==> config.mk <==
export PLATFORM = sky130hd
export DESIGN_NAME = rf_wb_arbiter
export DESIGN_NICKNAME = d
export VERILOG_FILES = /design/src/rtl/rf_wb_arbiter.sv
export SDC_FILE = /design/constraint.sdc
export NUM_CORES = 1
export LEC_CHECK = 0
export BUFFER_PORTS_ARGS = -buffer_cell sky130_fd_sc_hd__buf_4
export CAP_MARGIN = 10
export CORE_AREA = 2 2 170 89
export DETAILED_ROUTE_END_ITERATION = 6
export DIE_AREA = 0 0 172 91
export PLACE_DENSITY = 0.89
export SYNTH_ARGS = -nofsm -noshare
export SYNTH_HDL_FRONTEND = slang
export SYNTH_SLANG_ARGS = --single-unit
==> constraint.sdc <==
create_clock -name clk -period 14.5 [get_ports clk]
set_input_delay 2.175 -clock clk [delete_from_list [all_inputs] [get_ports clk]]
set_output_delay 2.175 -clock clk [all_outputs]
set_load 0.005 [all_outputs]
==> src/rtl/rf_wb_arbiter.sv <==
// rf_wb_arbiter
// Merges ALU and memory-load writeback requests onto the single register-file
// write port. Each requester owns a DEPTH-entry FIFO. At most one entry is
// granted per cycle. When both FIFOs are waiting, a round-robin pointer picks
// the side, and the granted entry appears on the registered write port on the
// same clock edge that removes it from its FIFO.
// Optional build macro RF_WB_FWD_EN adds a combinational lookup port
// (fwd_reg -> fwd_hit/fwd_dat) over every queued entry and the write-port stage.

module rf_wb_arbiter #(
    parameter int DEPTH = 2
) (
    input  logic        clk,
    input  logic        Rst,
    input  logic        a_valid,
    output logic        a_ready,
    input  logic [4:0]  a_reg,
    input  logic [31:0] a_dat,
    input  logic        m_valid,
    output logic        m_ready,
    input  logic [4:0]  m_reg,
    input  logic [31:0] m_dat,
    output logic        RegWrite,
    output logic [4:0]  regW,
    output logic [31:0] Wdat,
    output logic        wb_busy
`ifdef RF_WB_FWD_EN
    ,
    input  logic [4:0]  fwd_reg,
    output logic        fwd_hit,
    output logic [31:0] fwd_dat
`endif
);

    // Requester slots: index 0 is the ALU side, index 1 the memory-load side
    localparam int NREQ  = 2;
    localparam int IDX_A = 0;
    localparam int IDX_M = 1;

    // Each entry is {reg[4:0], dat[31:0]}
    localparam int EW = 37;
    localparam int PW = $clog2(DEPTH);
    localparam int CW = PW + 1;

    localparam logic [CW-1:0] CNT_FULL = CW'(DEPTH);
    localparam logic [CW-1:0] CNT_ONE  = CW'(1);
    localparam logic [PW-1:0] PTR_ONE  = PW'(1);

    // Round-robin pointer names the side that wins the next contested grant
    typedef enum logic {
        SIDE_A = 1'b0,
        SIDE_M = 1'b1
    } side_t;

    // FIFO storage and bookkeeping, one set per requester
    logic [EW-1:0] r_mem   [NREQ][DEPTH];
    logic [PW-1:0] r_rdPtr [NREQ];
    logic [PW-1:0] r_wrPtr [NREQ];
    logic [CW-1:0] r_count [NREQ];

    side_t r_rrPtr;
    side_t w_rrNext;

    logic [NREQ-1:0]         w_valid;
    logic [NREQ-1:0]         w_ready;
    logic [NREQ-1:0]         w_push;
    logic [NREQ-1:0]         w_notEmpty;
    logic [NREQ-1:0]         w_pop;
    logic [NREQ-1:0][EW-1:0] w_inData;
    logic [NREQ-1:0][EW-1:0] w_head;

    logic          w_contested;
    logic          w_grantAny;
    logic [EW-1:0] w_grantEntry;

    // Registered write port
    logic          r_regWrite;
    logic [4:0]    r_regW;
    logic [31:0]   r_wdat;

    assign w_valid           = {m_valid, a_valid};
    assign w_inData[IDX_A]   = {a_reg, a_dat};
    assign w_inData[IDX_M]   = {m_reg, m_dat};

    // Per-requester status derived only from stored state, so ready never
    // depends on whether the same FIFO is being popped this cycle
    always_comb begin
        for (int s = 0; s < NREQ; s++) begin
            w_notEmpty[s] = (r_count[s] != '0);
            w_ready[s]    = !Rst && (r_count[s] < CNT_FULL);
            w_push[s]     = w_valid[s] && w_ready[s];
            w_head[s]     = r_mem[s][r_rdPtr[s]];
        end
    end

    // Single grant per cycle: the only waiting side, or the round-robin side
    // when both are waiting
    assign w_contested  = w_notEmpty[IDX_A] && w_notEmpty[IDX_M];
    assign w_pop[IDX_A] = w_notEmpty[IDX_A] && (!w_notEmpty[IDX_M] || (r_rrPtr == SIDE_A));
    assign w_pop[IDX_M] = w_notEmpty[IDX_M] && (!w_notEmpty[IDX_A] || (r_rrPtr == SIDE_M));
    assign w_grantAny   = |w_pop;
    assign w_grantEntry = w_pop[IDX_A] ? w_head[IDX_A] : w_head[IDX_M];

    // FIFO storage: write accepted entries at the tail
    always_ff @(posedge clk or posedge Rst) begin
        if (Rst) begin
            for (int s = 0; s < NREQ; s++) begin
                for (int i = 0; i < DEPTH; i++) begin
                    r_mem[s][i] <= '0;
                end
            end
        end else begin
            for (int s = 0; s < NREQ; s++) begin
                if (w_push[s]) begin
                    r_mem[s][r_wrPtr[s]] <= w_inData[s];
                end
            end
        end
    end

    // FIFO pointers and occupancy; pointers wrap naturally since DEPTH is a
    // power of two, and a simultaneous push and pop leaves the count alone
    always_ff @(posedge clk or posedge Rst) begin
        if (Rst) begin
            for (int s = 0; s < NREQ; s++) begin
                r_rdPtr[s] <= '0;
                r_wrPtr[s] <= '0;
                r_count[s] <= '0;
            end
        end else begin
            for (int s = 0; s < NREQ; s++) begin
                if (w_push[s]) begin
                    r_wrPtr[s] <= r_wrPtr[s] + PTR_ONE;
                end
                if (w_pop[s]) begin
                    r_rdPtr[s] <= r_rdPtr[s] + PTR_ONE;
                end
                if (w_push[s] && !w_pop[s]) begin
                    r_count[s] <= r_count[s] + CNT_ONE;
                end else if (!w_push[s] && w_pop[s]) begin
                    r_count[s] <= r_count[s] - CNT_ONE;
                end
            end
        end
    end

    // Round-robin state register
    always_ff @(posedge clk or posedge Rst) begin
        if (Rst) begin
            r_rrPtr <= SIDE_A;
        end else begin
            r_rrPtr <= w_rrNext;
        end
    end

    // Round-robin next state: only a contested grant moves the pointer, and
    // it moves to the side that lost
    always_comb begin
        w_rrNext = r_rrPtr;
        if (w_contested) begin
            w_rrNext = w_pop[IDX_A] ? SIDE_M : SIDE_A;
        end
    end

    // Write port: a granted entry with a non-zero register becomes a one-cycle
    // write; register 0 entries are swallowed and regW/Wdat keep their value
    always_ff @(posedge clk or posedge Rst) begin
        if (Rst) begin
            r_regWrite <= 1'b0;
            r_regW     <= '0;
            r_wdat     <= '0;
        end else begin
            r_regWrite <= 1'b0;
            if (w_grantAny && (w_grantEntry[36:32] != 5'd0)) begin
                r_regWrite <= 1'b1;
                r_regW     <= w_grantEntry[36:32];
                r_wdat     <= w_grantEntry[31:0];
            end
        end
    end

    assign a_ready  = w_ready[IDX_A];
    assign m_ready  = w_ready[IDX_M];
    assign RegWrite = r_regWrite;
    assign regW     = r_regW;
    assign Wdat     = r_wdat;
    assign wb_busy  = w_notEmpty[IDX_A] || w_notEmpty[IDX_M] || r_regWrite;

`ifdef RF_WB_FWD_EN
    logic          w_queueHit;
    logic [31:0]   w_queueDat;
    logic [PW-1:0] w_slot;

    // Queued-entry lookup: scan each FIFO from oldest to newest so the newest
    // match overwrites older ones
    always_comb begin
        w_queueHit = 1'b0;
        w_queueDat = '0;
        w_slot     = '0;
        for (int s = 0; s < NREQ; s++) begin
            for (int i = 0; i < DEPTH; i++) begin
                w_slot = r_rdPtr[s] + PW'(i);
                if ((CW'(i) < r_count[s]) && (r_mem[s][w_slot][36:32] == fwd_reg)) begin
                    w_queueHit = 1'b1;
                    w_queueDat = r_mem[s][w_slot][31:0];
                end
            end
        end
    end

    // Forwarding result: queued values are newer than the write-port stage,
    // and register 0 never forwards
    always_comb begin
        fwd_hit = 1'b0;
        fwd_dat = '0;
        if (fwd_reg != 5'd0) begin
            if (w_queueHit) begin
                fwd_hit = 1'b1;
                fwd_dat = w_queueDat;
            end else if (r_regWrite && (r_regW == fwd_reg)) begin
                fwd_hit = 1'b1;
                fwd_dat = r_wdat;
            end
        end
    end
`endif

endmodule

# Yosys cells after proc, flatten, opt, wreduce, memory -nomap -nowiden
# Index checks and enable logic that the tools add are counted.
[word_totals]
latchBits = 0
reg_bits = 195
input_bits = 78
ramBits = 0
output_inout_bits = 41
mem_count = 0
romBits = 0
[op_classes]
n_shift = 0
magnitude_cmp = 8
addsub = 8
n_mux = 19
n_eq_ne = 0
div = 0
n_reduce_logical = 31
n_mul = 0
bitwise = 5
[op_table]
columns = ["operator", "count"]
rows = [
  ["$mux W37", 9],
  ["$bwmux W74", 2],
  ["$demux W37 S1", 2],
  ["$logic_and A1 B1 Y1", 14],
  ["$ge A2 B2 Y1 const B", 4],
  ["$mux W2", 4],
  ["$not A1 Y2", 4],
  ["$reduce_bool A2 Y1", 4],
  ["$logic_not A1 Y1", 7],
  ["$reduce_bool A5 Y1", 1],
  ["$add A1 B1 Y1 const B", 4],
  ["$add A2 B1 Y2 const B", 2],
  ["$logic_or A1 B1 Y1", 4],
  ["$lt A2 B1 Y1 const B", 2],
  ["$lt A2 B2 Y1 const B", 2],
  ["$sub A2 B1 Y2 const B", 2],
  ["$mux W1", 2],
  ["$reduce_or A2 Y1", 1],
  ["$not A1 Y1", 1],
]

# Logic depth before layout (Yosys ltp)
[depth]
ltp_word = 8
mapped_depth = 10
ltp_nobuf = 7

# Worst setup path before layout
# No wires, ideal clock.
[synth_path]
path_kind = "input port to output port"
start = "input Rst"
end = "output a_ready"
slack_ns = 10.005
cell_stages = 1
required_time_ns = 12.325
path_buffers = 0
arrival_time_ns = 2.320
path_cell_list = "nor2_1"
[synth_between]
elab_chain_cells = 2
[synth_rtl]
columns = ["element", "line_no", "rtl"]
rows = [
  ["start, declared", "14", "input logic Rst,"],
  ["$logic_not A1 Y1 (no line)", "-", ""],
  ["$logic_and A1 B1 Y1", "90", "w_ready[s] = !Rst && (r_count[s] < CNT_FULL);"],
  ["end, declared", "16", "output logic a_ready,"],
]
# Every way passes these cells.

# Worst setup path after layout
[layout_path]
start = "input Rst"
end = "output m_ready"
[layout_between]
elab_chain_cells = 2
[layout_rtl]
columns = ["element", "line_no", "rtl"]
rows = [
  ["$logic_not A1 Y1 (no line)", "-", ""],
  ["$logic_and A1 B1 Y1", "90", ""],
  ["end, declared", "20", "output logic m_ready,"],
]
# Every way passes these cells.

==> impl_results.md <==
- Outcome: finished clean
- Drt pass-1 iters: 4
- Number of gates resized after CTS: 0
- # diodes: 0
- Core region area: 14120 um2
- CTS tree: yes
- Post-Synthesis Cells: 570
- Max-Cap Viols: 0
- Final setup vio count: 0
- Number of synthesized flops with an enable pin: 0
- R2R depth: 6
- Mean Syn Cell Area: 15.13 um2
- Antenna violations before repair: 0
- Die height: 91 um
- Gr usage total: 24.69%
- Req. time, crit path: 12320 ps
- Pwr/cell area: 243.2 nW/um2
- CTS Hold Bufs: 0
- Setup Skew: 17.21 ps
- Setup TNS: 0 ps
- Vias per cell: 5.618
- Mapped cell area: 8625 um2
- Hold depth: 1
- Vias in the first global route: 5480
- Routed vias: 5017
- GP Congestion: 0.7572
- Max Clk Rate: 208.3 MHz
- Pin count of the biggest net entering global routing: 126
- Most common cell after layout, fill and taps aside: dfrtp_1
- Synth Flop Type: dfrtp_1
- RSZ-0062 raised after global routing: false
- WS Path Type: primary input to output port
- Post-synthesis sequential area ratio: 56.58%
- First-pass GRT wire length: 29430 um
- Port Buf Inserts: 118
- Dpl hpwl: 11870 um
- Initial Util: 61.09%
- Synth-to-Final Area Change: 18.39%
- Final Max Slew Viols: 0
- Finished Core Util: 72.32%
- Final Hold Viols: 0
- Worst setup SP type: primary input
- Worst slew margin: 29.70%
- Top Ports: 119
- Syn nets: 650
- P_leak: 4.789 nW
- Nature of the critical path endpoint: output port
- Min-delay worst type: register to register
- DIE AREA: 15650 um2
- DR WL/cell: 20.39 um
- Area occupied by multi-input gates: 3575 um2
- Ys Warns: 0
- Drt drc: 0
- CTS buffer count: 17
- Layout cells sized above 1: 50.94%
- DIE WIDTH: 172 um
- Crit share post-route: 33.11%
- Post-synth cell types: 32
- Ys async rst share: 100.0%
- Commonest cells after routing, fill and taps aside: dfrtp_1, mux2_2, buf_4, mux2i_1, clkbuf_16
- Shortest period the worst path allows: 4801 ps
- Clock Sinks: 195
- Post-CTS Setup Inserts: 0
- Clk pin slew, worst setup/hold paths: 70 ps
- FF+latch count, synth: 195
- FF/Latch Area: 4882 um2
- Tightest Pin Transition: 1054 ps
- CP max FO: 3
- R2r setup slk: 11020 ps
- RR Startpoint: r_rdPtr[0]
- Root buffer cell: clkbuf_16
- Row cnt: 31
- Final #Nets: 764
- CP arrival: 2630 ps
- Worst Min Path Start: r_mem[112]
- Initial DRC count: 289
- Antenna Nets Post-Route: 0
- H-tree depth: 4
- WHS Endpoint: r_mem[112]
- Max IR drop VDD: 140.0 uV
- CTS Buffer Depth: 2
- Worst-Skew Late Latency: 420 ps
- Post-Route WL: 18210 um
- CP startpoint: Rst
- Fillers: 936
- Total gr overflow: 0
- R2R Path End: Wdat[17]
how the worst max path moves through the flow:
stage / cells past startpoint / endpoint / slack (ps)
floorplan: 1 / RegWrite / 7010
global placement: 3 / a_ready / 9730
detailed placement: 3 / m_ready / 9710
CTS: 3 / m_ready / 9710
global route: 3 / m_ready / 9650
finish: 3 / m_ready / 9700
synth_stat cells, types with 2 or more instances:
| cell | number | area (um2) |
|---|---|---|
| nor4_1 | 3 | 18.77 |
| or2_2 | 2 | 12.51 |
| or4_1 | 2 | 15.01 |
| dfrtp_1 | 195 | 4880 |
| o21ai_0 | 2 | 10.01 |
| and3_1 | 2 | 12.51 |
| mux2_4 | 8 | 120.1 |
| inv_1 | 3 | 11.26 |
| ha_1 | 2 | 25.02 |
| buf_2 | 19 | 95.09 |
| xor2_1 | 4 | 35.03 |
| mux2_2 | 178 | 2004 |
| xnor2_1 | 7 | 61.31 |
| o22ai_1 | 2 | 12.51 |
| buf_6 | 4 | 45.04 |
| clkbuf_1 | 3 | 11.26 |
| nand2b_1 | 2 | 12.51 |
| mux2i_1 | 109 | 1091 |
| buf_1 | 3 | 11.26 |
| nand2_1 | 3 | 11.26 |
| nor2_1 | 6 | 22.52 |
area by class of cell:
| type | count | share of cell area (%) |
|---|---|---|
| flip-flops and latches | 195 | 47.81 |
| clock inverters | 13 | 1.176 |
| inverters | 4 | 0.2206 |
| well taps | 198 | 2.426 |
| multi-input cells | 341 | 35.01 |
| clock buffers | 17 | 4.166 |
| repair buffers | 125 | 9.190 |
worst max-delay path: stages:
cell	delay (ps)
buf_4	140
nor2_1	170
buf_4	140
through the flow:
step | setup WS, ps | cells | power [W] | cell area (um2) | hold slack (ps)
floorplan | 7013 | 570 | 0.001756 | 8625 | 460.4
global placement | 9730 | 863 | 0.001980 | 9666 | 487.2
detailed placement | 9712 | 863 | 0.002054 | 9666 | 495.1
CTS | 9705 | 893 | 0.002497 | 10210 | 510.5
global route | 9648 | 893 | 0.002637 | 10210 | 518.9
finish | 9699 | 893 | 0.002484 | 10210 | 506.6
metal layers:
layer | wire length, um | global-route usage, % | part of all wire [%] | vias up
met4 | 79 | 4.482 | 0.43 | 0
met2 | 8453 | 38.32 | 46 | 102
met3 | 796 | 5.972 | 4.4 | 6
li1 | - | - | - | 2273
met1 | 8880 | 36.05 | 49 | 2636
met5 | 0 | 0 | 0 | -
state kept, by name (all words and copies together) (netlist names):
register and count:
RegWrite 1, Wdat 32, r_count 4, r_mem 148, r_rdPtr 2, r_rrPtr 1
r_wrPtr 2, regW 5
logic make-up (layout without fill, tap and decap cells):
group / after synthesis / after routing / share of synthesized area [%]
mux: 295 / 295 / 37.28
simple gates: 23 / 23 / 1.494
flops: 195 / 195 / 56.58
xor+xnor: 11 / 11 / 1.117
buf+inv: 34 / 159 / 2.147
compound gates: 10 / 10 / 1.088
fa+ha+maj: 2 / 2 / 0.2901
report_power, final:
| part | internal [W] | switching [W] |
|---|---|---|
| Sequential | 0.000830 | 0.000174 |
| Clock | 0.000225 | 0.000215 |
| Combinational | 0.000606 | 0.000433 |
No activity file was read; power rests on OpenSTA's default activity.
